`config.mk`:
```
export PLATFORM = sky130hd
export DESIGN_NAME = npu_act_wr_arbiter_flat
export DESIGN_NICKNAME = d
export VERILOG_FILES = /design/src/rtl/npu_act_wr_arbiter_pkg.sv /design/src/rtl/npu_act_wr_arbiter_if.sv /design/src/rtl/npu_act_wr_arbiter_rr_pick.sv /design/src/rtl/npu_act_wr_arbiter.sv /design/src/flat_wrapper.sv
export SDC_FILE = /design/constraint.sdc
export NUM_CORES = 1
export LEC_CHECK = 0
export ABC_AREA = 1
export CAP_MARGIN = 20
export CORE_AREA = 2 2 383 385
export CTS_BUF_LIST = sky130_fd_sc_hd__clkbuf_16
export DETAILED_ROUTE_END_ITERATION = 8
export DIE_AREA = 0 0 385 387
export GPL_TIMING_DRIVEN = 0
export PLACE_DENSITY = 0.39
export SLEW_MARGIN = 20
export SYNTH_ARGS = -nofsm -noshare
export SYNTH_HDL_FRONTEND = slang
export SYNTH_SLANG_ARGS = --single-unit
```
`constraint.sdc`:
```
create_clock -name clk -period 8.6 [get_ports clk]
set_input_delay 1.72 -clock clk [delete_from_list [all_inputs] [get_ports clk]]
set_output_delay 1.72 -clock clk [all_outputs]
set_load 0.05 [all_outputs]
```
`src/rtl/npu_act_wr_arbiter_pkg.sv`:
```
// Shared types and constants for the activation-memory write arbiter.
// The optional statistics block is enabled with the NPU_ACT_WR_ARB_STATS_EN macro.
// The activation data width defaults to the 16-bit NPU activation width.
package npu_act_wr_arbiter_pkg;

    // Arbiter control states
    typedef enum logic [1:0] {
        IDLE   = 2'd0,
        ACTIVE = 2'd1,
        FLUSH  = 2'd2
    } arb_state_e;

    // Default geometry of the NPU layer unit writeback path
    localparam int DEF_NUM_REQ = 32;
    localparam int DEF_ADDR_W  = 12;
    localparam int DEF_DATA_W  = 16;

    // Width of a lane index / round-robin pointer, never below one bit
    function automatic int ptrWidth(input int numLanes);
        return (numLanes > 1) ? $clog2(numLanes) : 1;
    endfunction

    localparam int RR_PTR_W = ptrWidth(DEF_NUM_REQ);

`ifdef NPU_ACT_WR_ARB_STATS_EN
    // Statistics counter widths
    localparam int STATS_CNT_W = 16;
    localparam int STATS_WAIT_W = 6;
`endif

endpackage

```
`src/rtl/npu_act_wr_arbiter_if.sv`:
```
// Bus bundle between the MAC-lane writeback requesters / control unit and the
// activation write arbiter, including the registered memory write port.
// Signal prefixes are written from the arbiter's point of view.
interface npu_act_wr_arbiter_if
    import npu_act_wr_arbiter_pkg::*;
#(
    parameter int NUM_REQ = DEF_NUM_REQ,
    parameter int ADDR_W  = DEF_ADDR_W,
    parameter int DATA_W  = DEF_DATA_W
);
    logic                        i_enable;
    logic                        i_flushReqP;
    logic                        o_flushDoneP;
    logic [NUM_REQ-1:0]          i_req;
    logic [NUM_REQ*ADDR_W-1:0]   i_reqAddr;
    logic [NUM_REQ*DATA_W-1:0]   i_reqData;
    logic [NUM_REQ-1:0]          o_ackP;
    logic                        o_memWrEn;
    logic [ADDR_W-1:0]           o_memWrAddr;
    logic [DATA_W-1:0]           o_memWrData;
    logic                        o_busy;

    // Requesters and control unit drive the request side
    modport master (
        output i_enable, i_flushReqP, i_req, i_reqAddr, i_reqData,
        input  o_flushDoneP, o_ackP, o_memWrEn, o_memWrAddr, o_memWrData, o_busy
    );

    // The arbiter consumes requests and drives acks and the memory port
    modport slave (
        input  i_enable, i_flushReqP, i_req, i_reqAddr, i_reqData,
        output o_flushDoneP, o_ackP, o_memWrEn, o_memWrAddr, o_memWrData, o_busy
    );
endinterface

```
`src/rtl/npu_act_wr_arbiter_rr_pick.sv`:
```
// Combinational rotate-priority selector: starting at the pointer lane and
// walking upwards with wrap-around, returns the first requesting lane.
// Lane count must be a power of two so pointer arithmetic wraps naturally.
module npu_act_wr_arbiter_rr_pick
    import npu_act_wr_arbiter_pkg::*;
#(
    parameter int NUM_REQ = DEF_NUM_REQ,
    parameter int PTR_W   = RR_PTR_W
) (
    input  logic [NUM_REQ-1:0] i_req,
    input  logic [PTR_W-1:0]   i_ptr,
    output logic [NUM_REQ-1:0] o_onehot,
    output logic [PTR_W-1:0]   o_idx,
    output logic               o_valid
);
    logic               w_found;
    logic [PTR_W-1:0]   w_idx;
    logic [PTR_W-1:0]   w_cand;

    // Scan lanes in rotated order and latch onto the first request seen
    always_comb begin
        w_found = 1'b0;
        w_idx   = i_ptr;
        w_cand  = i_ptr;
        for (int i = 0; i < NUM_REQ; i++) begin
            w_cand = i_ptr + PTR_W'(i);
            if (!w_found && i_req[w_cand]) begin
                w_found = 1'b1;
                w_idx   = w_cand;
            end
        end
    end

    assign o_valid  = w_found;
    assign o_idx    = w_idx;
    assign o_onehot = w_found ? ({{(NUM_REQ-1){1'b0}}, 1'b1} << w_idx) : '0;

endmodule

```
`src/rtl/npu_act_wr_arbiter.sv`:
```
// Round-robin arbiter for the single activation-memory write port shared by the
// MAC-lane writeback requesters. One grant per cycle, same-cycle ack pulse,
// registered memory write one cycle later, plus a flush/drain handshake.
// Optional write/wait statistics are enabled with NPU_ACT_WR_ARB_STATS_EN.
module npu_act_wr_arbiter
    import npu_act_wr_arbiter_pkg::*;
#(
    parameter int NUM_REQ = DEF_NUM_REQ,
    parameter int ADDR_W  = DEF_ADDR_W,
    parameter int DATA_W  = DEF_DATA_W
) (
    input  logic                 clk,
    input  logic                 rst,
    npu_act_wr_arbiter_if.slave  bus
`ifdef NPU_ACT_WR_ARB_STATS_EN
    ,
    output logic [STATS_CNT_W-1:0]  o_wrCount,
    output logic [STATS_WAIT_W-1:0] o_maxWait
`endif
);
    localparam int PTR_W = ptrWidth(NUM_REQ);

    arb_state_e         r_state;
    logic [PTR_W-1:0]   r_rrPtr;
    logic               r_memWrEn;
    logic [ADDR_W-1:0]  r_memWrAddr;
    logic [DATA_W-1:0]  r_memWrData;
    logic               r_flushDone;

    logic [NUM_REQ-1:0] w_pickOneHot;
    logic [PTR_W-1:0]   w_pickIdx;
    logic               w_pickValid;
    logic               w_grant;
    logic [ADDR_W-1:0]  w_selAddr;
    logic [DATA_W-1:0]  w_selData;

    npu_act_wr_arbiter_rr_pick #(
        .NUM_REQ (NUM_REQ),
        .PTR_W   (PTR_W)
    ) u_pick (
        .i_req    (bus.i_req),
        .i_ptr    (r_rrPtr),
        .o_onehot (w_pickOneHot),
        .o_idx    (w_pickIdx),
        .o_valid  (w_pickValid)
    );

    // A flush pulse in the same cycle always beats a pending grant
    assign w_grant   = (r_state == ACTIVE) && bus.i_enable && !bus.i_flushReqP && w_pickValid;
    assign w_selAddr = bus.i_reqAddr[int'(w_pickIdx)*ADDR_W +: ADDR_W];
    assign w_selData = bus.i_reqData[int'(w_pickIdx)*DATA_W +: DATA_W];

    assign bus.o_ackP        = w_grant ? w_pickOneHot : '0;
    assign bus.o_memWrEn     = r_memWrEn;
    assign bus.o_memWrAddr   = r_memWrAddr;
    assign bus.o_memWrData   = r_memWrData;
    assign bus.o_flushDoneP  = r_flushDone;
    assign bus.o_busy        = (r_state != IDLE) || r_memWrEn;

    // Control FSM; the drain-complete pulse is registered alongside the state
    always_ff @(posedge clk or posedge rst) begin
        if (rst) begin
            r_state     <= IDLE;
            r_flushDone <= 1'b0;
        end else begin
            r_flushDone <= 1'b0;
            case (r_state)
                IDLE: begin
                    if (bus.i_flushReqP)
                        r_state <= FLUSH;
                    else if (bus.i_enable)
                        r_state <= ACTIVE;
                end
                ACTIVE: begin
                    if (bus.i_flushReqP)
                        r_state <= FLUSH;
                    else if (!bus.i_enable)
                        r_state <= IDLE;
                end
                FLUSH: begin
                    if (!r_memWrEn) begin
                        r_state     <= IDLE;
                        r_flushDone <= 1'b1;
                    end
                end
                default: r_state <= IDLE;
            endcase
        end
    end

    // Round-robin pointer moves just past the winner; untouched when nothing is granted
    always_ff @(posedge clk or posedge rst) begin
        if (rst)
            r_rrPtr <= '0;
        else if (w_grant)
            r_rrPtr <= w_pickIdx + PTR_W'(1);
    end

    // Output write register; address/data hold their last value between writes
    always_ff @(posedge clk or posedge rst) begin
        if (rst) begin
            r_memWrEn   <= 1'b0;
            r_memWrAddr <= '0;
            r_memWrData <= '0;
        end else begin
            r_memWrEn <= w_grant;
            if (w_grant) begin
                r_memWrAddr <= w_selAddr;
                r_memWrData <= w_selData;
            end
        end
    end

`ifdef NPU_ACT_WR_ARB_STATS_EN
    logic [STATS_CNT_W-1:0]  r_wrCount;
    logic [STATS_WAIT_W-1:0] r_maxWait;
    logic [STATS_WAIT_W-1:0] r_laneWait [NUM_REQ];
    logic                    w_enterActive;

    assign w_enterActive = (r_state == IDLE) && bus.i_enable && !bus.i_flushReqP;
    assign o_wrCount     = r_wrCount;
    assign o_maxWait     = r_maxWait;

    // Saturating write count and per-lane wait tracking, restarted at each layer start
    always_ff @(posedge clk or posedge rst) begin
        if (rst) begin
            r_wrCount <= '0;
            r_maxWait <= '0;
            for (int k = 0; k < NUM_REQ; k++)
                r_laneWait[k] <= '0;
        end else if (w_enterActive) begin
            r_wrCount <= '0;
            r_maxWait <= '0;
            for (int k = 0; k < NUM_REQ; k++)
                r_laneWait[k] <= '0;
        end else begin
            if (w_grant && (r_wrCount != '1))
                r_wrCount <= r_wrCount + 1'b1;
            for (int k = 0; k < NUM_REQ; k++) begin
                if (bus.o_ackP[k]) begin
                    if (r_laneWait[k] > r_maxWait)
                        r_maxWait <= r_laneWait[k];
                    r_laneWait[k] <= '0;
                end else if (bus.i_req[k] && (r_laneWait[k] != '1)) begin
                    r_laneWait[k] <= r_laneWait[k] + 1'b1;
                end
            end
        end
    end
`endif

endmodule

```
`src/flat_wrapper.sv`:
```
// flat-port wrapper written by rule: the top's interface ports become plain ports
module npu_act_wr_arbiter_flat import npu_act_wr_arbiter_pkg::*;
#(
    parameter int NUM_REQ = DEF_NUM_REQ,
    parameter int ADDR_W  = DEF_ADDR_W,
    parameter int DATA_W  = DEF_DATA_W
)
  (clk, rst, bus_i_enable, bus_i_flushReqP, bus_i_req, bus_i_reqAddr, bus_i_reqData, bus_o_flushDoneP, bus_o_ackP, bus_o_memWrEn, bus_o_memWrAddr, bus_o_memWrData, bus_o_busy);
  npu_act_wr_arbiter_if #(.NUM_REQ(NUM_REQ), .ADDR_W(ADDR_W), .DATA_W(DATA_W)) bus_i ();
  input  logic clk;
  input  logic rst;
  input wire logic [$bits(bus_i.i_enable)-1:0] bus_i_enable;
  input wire logic [$bits(bus_i.i_flushReqP)-1:0] bus_i_flushReqP;
  input wire logic [$bits(bus_i.i_req)-1:0] bus_i_req;
  input wire logic [$bits(bus_i.i_reqAddr)-1:0] bus_i_reqAddr;
  input wire logic [$bits(bus_i.i_reqData)-1:0] bus_i_reqData;
  output wire logic [$bits(bus_i.o_flushDoneP)-1:0] bus_o_flushDoneP;
  output wire logic [$bits(bus_i.o_ackP)-1:0] bus_o_ackP;
  output wire logic [$bits(bus_i.o_memWrEn)-1:0] bus_o_memWrEn;
  output wire logic [$bits(bus_i.o_memWrAddr)-1:0] bus_o_memWrAddr;
  output wire logic [$bits(bus_i.o_memWrData)-1:0] bus_o_memWrData;
  output wire logic [$bits(bus_i.o_busy)-1:0] bus_o_busy;
  assign bus_i.i_enable = bus_i_enable;
  assign bus_i.i_flushReqP = bus_i_flushReqP;
  assign bus_i.i_req = bus_i_req;
  assign bus_i.i_reqAddr = bus_i_reqAddr;
  assign bus_i.i_reqData = bus_i_reqData;
  assign bus_o_flushDoneP = bus_i.o_flushDoneP;
  assign bus_o_ackP = bus_i.o_ackP;
  assign bus_o_memWrEn = bus_i.o_memWrEn;
  assign bus_o_memWrAddr = bus_i.o_memWrAddr;
  assign bus_o_memWrData = bus_i.o_memWrData;
  assign bus_o_busy = bus_i.o_busy;
  npu_act_wr_arbiter #(.NUM_REQ(NUM_REQ), .ADDR_W(ADDR_W), .DATA_W(DATA_W)) u_core (.clk(clk), .rst(rst), .bus(bus_i));
endmodule
```
==> impl_metrics.yaml <==
yosys:
  yosysSeqAreaShare: 0.0555
  ys.flop_type: "dfrtp_1"
  synth.most_common_cell: "nand2_1"
  ys_seq_elements: 37
  netlist_area_um2: 16700
  synth_area_leaders: "nand2_1 47%, nand3_1 20%, dfrtp_1 5.5%, inv_1 4.7%, nand4_1 4.4%"
  synthTopCellsByCount: "2,079 x nand2_1, 668 x nand3_1, 209 x inv_1, 126 x buf_2, 117 x nand4_1"
  async_flop_share: 1.00
  yosysTopAreaCell: "nand2_1"
  synthCells: 3655
  synth_area_per_cell_um2: 4.56
  synth_cell_type_count: 44
  synth_top_area_share: 0.468
  ys.warnings.count: 0
  synth_edf_count: 0
  synth_fp_nets: 4600
critical_path:
  path_class: "in -> out"
  critical_path.top_delay_family: "simple AND/OR/NAND/NOR gates"
  rr_startpoint: "u_core.r_rrPtr[1]"
  worstPathMaxFanout: 7
  crit_path_end_kind: "output pin"
  start_kind: "primary input"
  crit_end: "bus_o_ackP[24]"
  cp_slowest_cell: "nor2_4"
  path_buf_inv: 5
  timing.rr.end: "u_core.bus.o_memWrAddr[3]"
  cp.depth: 35
  max_stage_delay_ps: 220
  reg2reg_depth: 37
  r2r_slack_ps: 730
  required_ps: 6880
  crit_path_start: "bus_i_req[9]"
  cp_common_cell: "nor2_4"
  cp.arrival_ps: 6700
drt:
  num_vias: 28786
  drc: 0
  routed_wl_mm: 183
  via_per_inst: 4.34
  detail_route.wl_per_cell_um: 27.5
  first_pass_iters: 6
  drtAntennaViolNets: 0
  drtIter0Drc: 2336
timing:
  setup_viol: 0
  slew_violations: 0
  clock_skew_ps: 9.95
  hold_violations: 0
  fmax_mhz: 119
  fin_ws_ps: 182
  fin_crit_sh: 0.979
  worst-slew-pin-transition_ps: 1150
  period_needed_ps: 8420
  relSlewSlack: 0.237
global_routing:
  antenna_found_initial: 34
  grt_start_max_net_pins: 31
  grt.total_usage: 0.232
  grt_first_pass_wirelength_mm: 238
  grt_pass1_vias: 27807
  grt-ovfl-total: 0
placement:
  portBuffers: 994
  place_area_um2: 29100
  dp.cells: 6568
  gp_congestion: 0.971
  dpl.hpwl_mm: 159
  dpl_worst_slack_ps: -3080
clocking:
  path_clk_slew_ps: 60
  cts_tree: "built"
  numClockSinks: 37
  insertion_delay_ps: 290
  cts_buffer_depth: 2
  cts_buffers: 5
  cts_root_buf: "clkbuf_16"
  h-tree-depth: 2
final_layout:
  nets: 5655
  final_layout_size_suffix_gt1_frac: 0.136
  final_cell_area_um2: 31500
  syn2layout_area_growth_pct: 88.8
  fin_cells: 6637
run_status:
  outcome: "completed"
floorplan:
  ioPinCount: 995
  fp.dieW_um: 385
  die-area_um2: 149000
  core_um2: 145000
  start_util: 0.115
  rows: 140
  die_h_um: 387
hold_path:
  min_path_type: "reg -> reg"
flow_run:
  maxCapViolations: 0
-- flip-flops by register name, indices dropped and copies added (netlist names) --
signal	count
u_core.bus.o_memWrEn	1
u_core.r_rrPtr	5
u_core.bus.o_memWrAddr	12
u_core.r_state	2
u_core.bus.o_memWrData	16
u_core.bus.o_flushDoneP	1
-- how the worst min path moves through the flow --
stage | start | to | slack (ps) | cells past startpoint
after floorplan | u_core.r_state[0] | u_core.bus.o_flushDoneP | 410 | 1
after global placement | u_core.r_state[0] | u_core.bus.o_flushDoneP | 420 | 1
after detailed placement | u_core.r_state[0] | u_core.bus.o_flushDoneP | 440 | 1
after CTS | u_core.r_state[0] | u_core.bus.o_flushDoneP | 450 | 1
after global routing | u_core.r_state[0] | u_core.bus.o_flushDoneP | 460 | 1
final | u_core.r_state[0] | u_core.bus.o_flushDoneP | 440 | 1
-- through the flow --
step / util / setup TNS, ps / hold WS (ps)
6_report: 0.217 / 0 / 437
5_1_grt: 0.217 / -249 / 464
4_1_cts: 0.211 / -52.1 / 445
3_5_place_dp: 0.201 / -128560 / 437
3_3_place_gp: 0.200 / -137970 / 421
2_1_floorplan: - / 0 / 409
-- repair_timing --
item | 4_1_cts | 5_1_grt
setup buffers | 33 | 25
endpoints found under the setup margin | 65 | 32
hold buffers | 0 | 0
cloned | 0 | 2
gates resized for setup | 517 | 270
pin swaps | 67 | 50
-- cell type report --
cell class | instances | area (um^2)
fillers | 17006 | 113000
clock inverters | 3 | 46.3
repair buffers | 1056 | 10400
diodes | 9 | 22.5
well taps | 1917 | 2400
clock buffers | 5 | 125
inverters | 235 | 927
flip-flops and latches | 37 | 931
plain buffers | 246 | 1560
multi-input cells | 3129 | 15100
-- logic make-up after synthesis --
kind of cell,count (synthesis),synth area share
and+or+nand+nor,2980,0.752
buffers and inverters,489,0.134
AOI/OAI and AO/OA,120,0.0389
DFF,37,0.0555
xor gates and xnor gates,15,0.00877
adders and majority gates,13,0.00975
muxes,1,0.000600
-- per-layer routing --
layer	global-route usage	wire, um	vias to the layer above
li1	-	-	13717
met2	0.404	87900	1155
met1	0.309	80500	13790
met5	0	79	-
met4	0.0280	2610	12
met3	0.0331	11500	112
-- cell usage in the layout, fill, tap and decap left out, types with 4 or more instances in the layout --
| cell | count |
|---|---|
| xor2_1 | 11 |
| nor2_1 | 40 |
| nand4_1 | 117 |
| nand3_4 | 40 |
| nor3_1 | 4 |
| clkinv_1 | 9 |
| buf_6 | 50 |
| clkinvlp_4 | 5 |
| inv_1 | 202 |
| dfrtp_1 | 35 |
| o21ai_1 | 10 |
| diode_2 | 9 |
| nor2_2 | 27 |
| buf_1 | 14 |
| nand2_2 | 75 |
| o21ai_2 | 5 |
| buf_12 | 11 |
| nand3_1 | 529 |
| nand2_4 | 15 |
| buf_4 | 76 |
| buf_2 | 116 |
| a21oi_1 | 11 |
| ha_1 | 9 |
| nand2_1 | 1993 |
| inv_2 | 14 |
| clkbuf_4 | 4 |
| nor2_4 | 22 |
| nand3_2 | 108 |
| nand4_4 | 4 |
| clkbuf_2 | 25 |
| o21ai_0 | 72 |
| clkdlybuf4s50_1 | 930 |
| clkbuf_1 | 63 |
| a31oi_1 | 4 |
| buf_8 | 9 |
| clkbuf_16 | 8 |
Power is not shown: default switching activity piles up to over one toggle a cycle in this logic, so the estimate is an artifact.
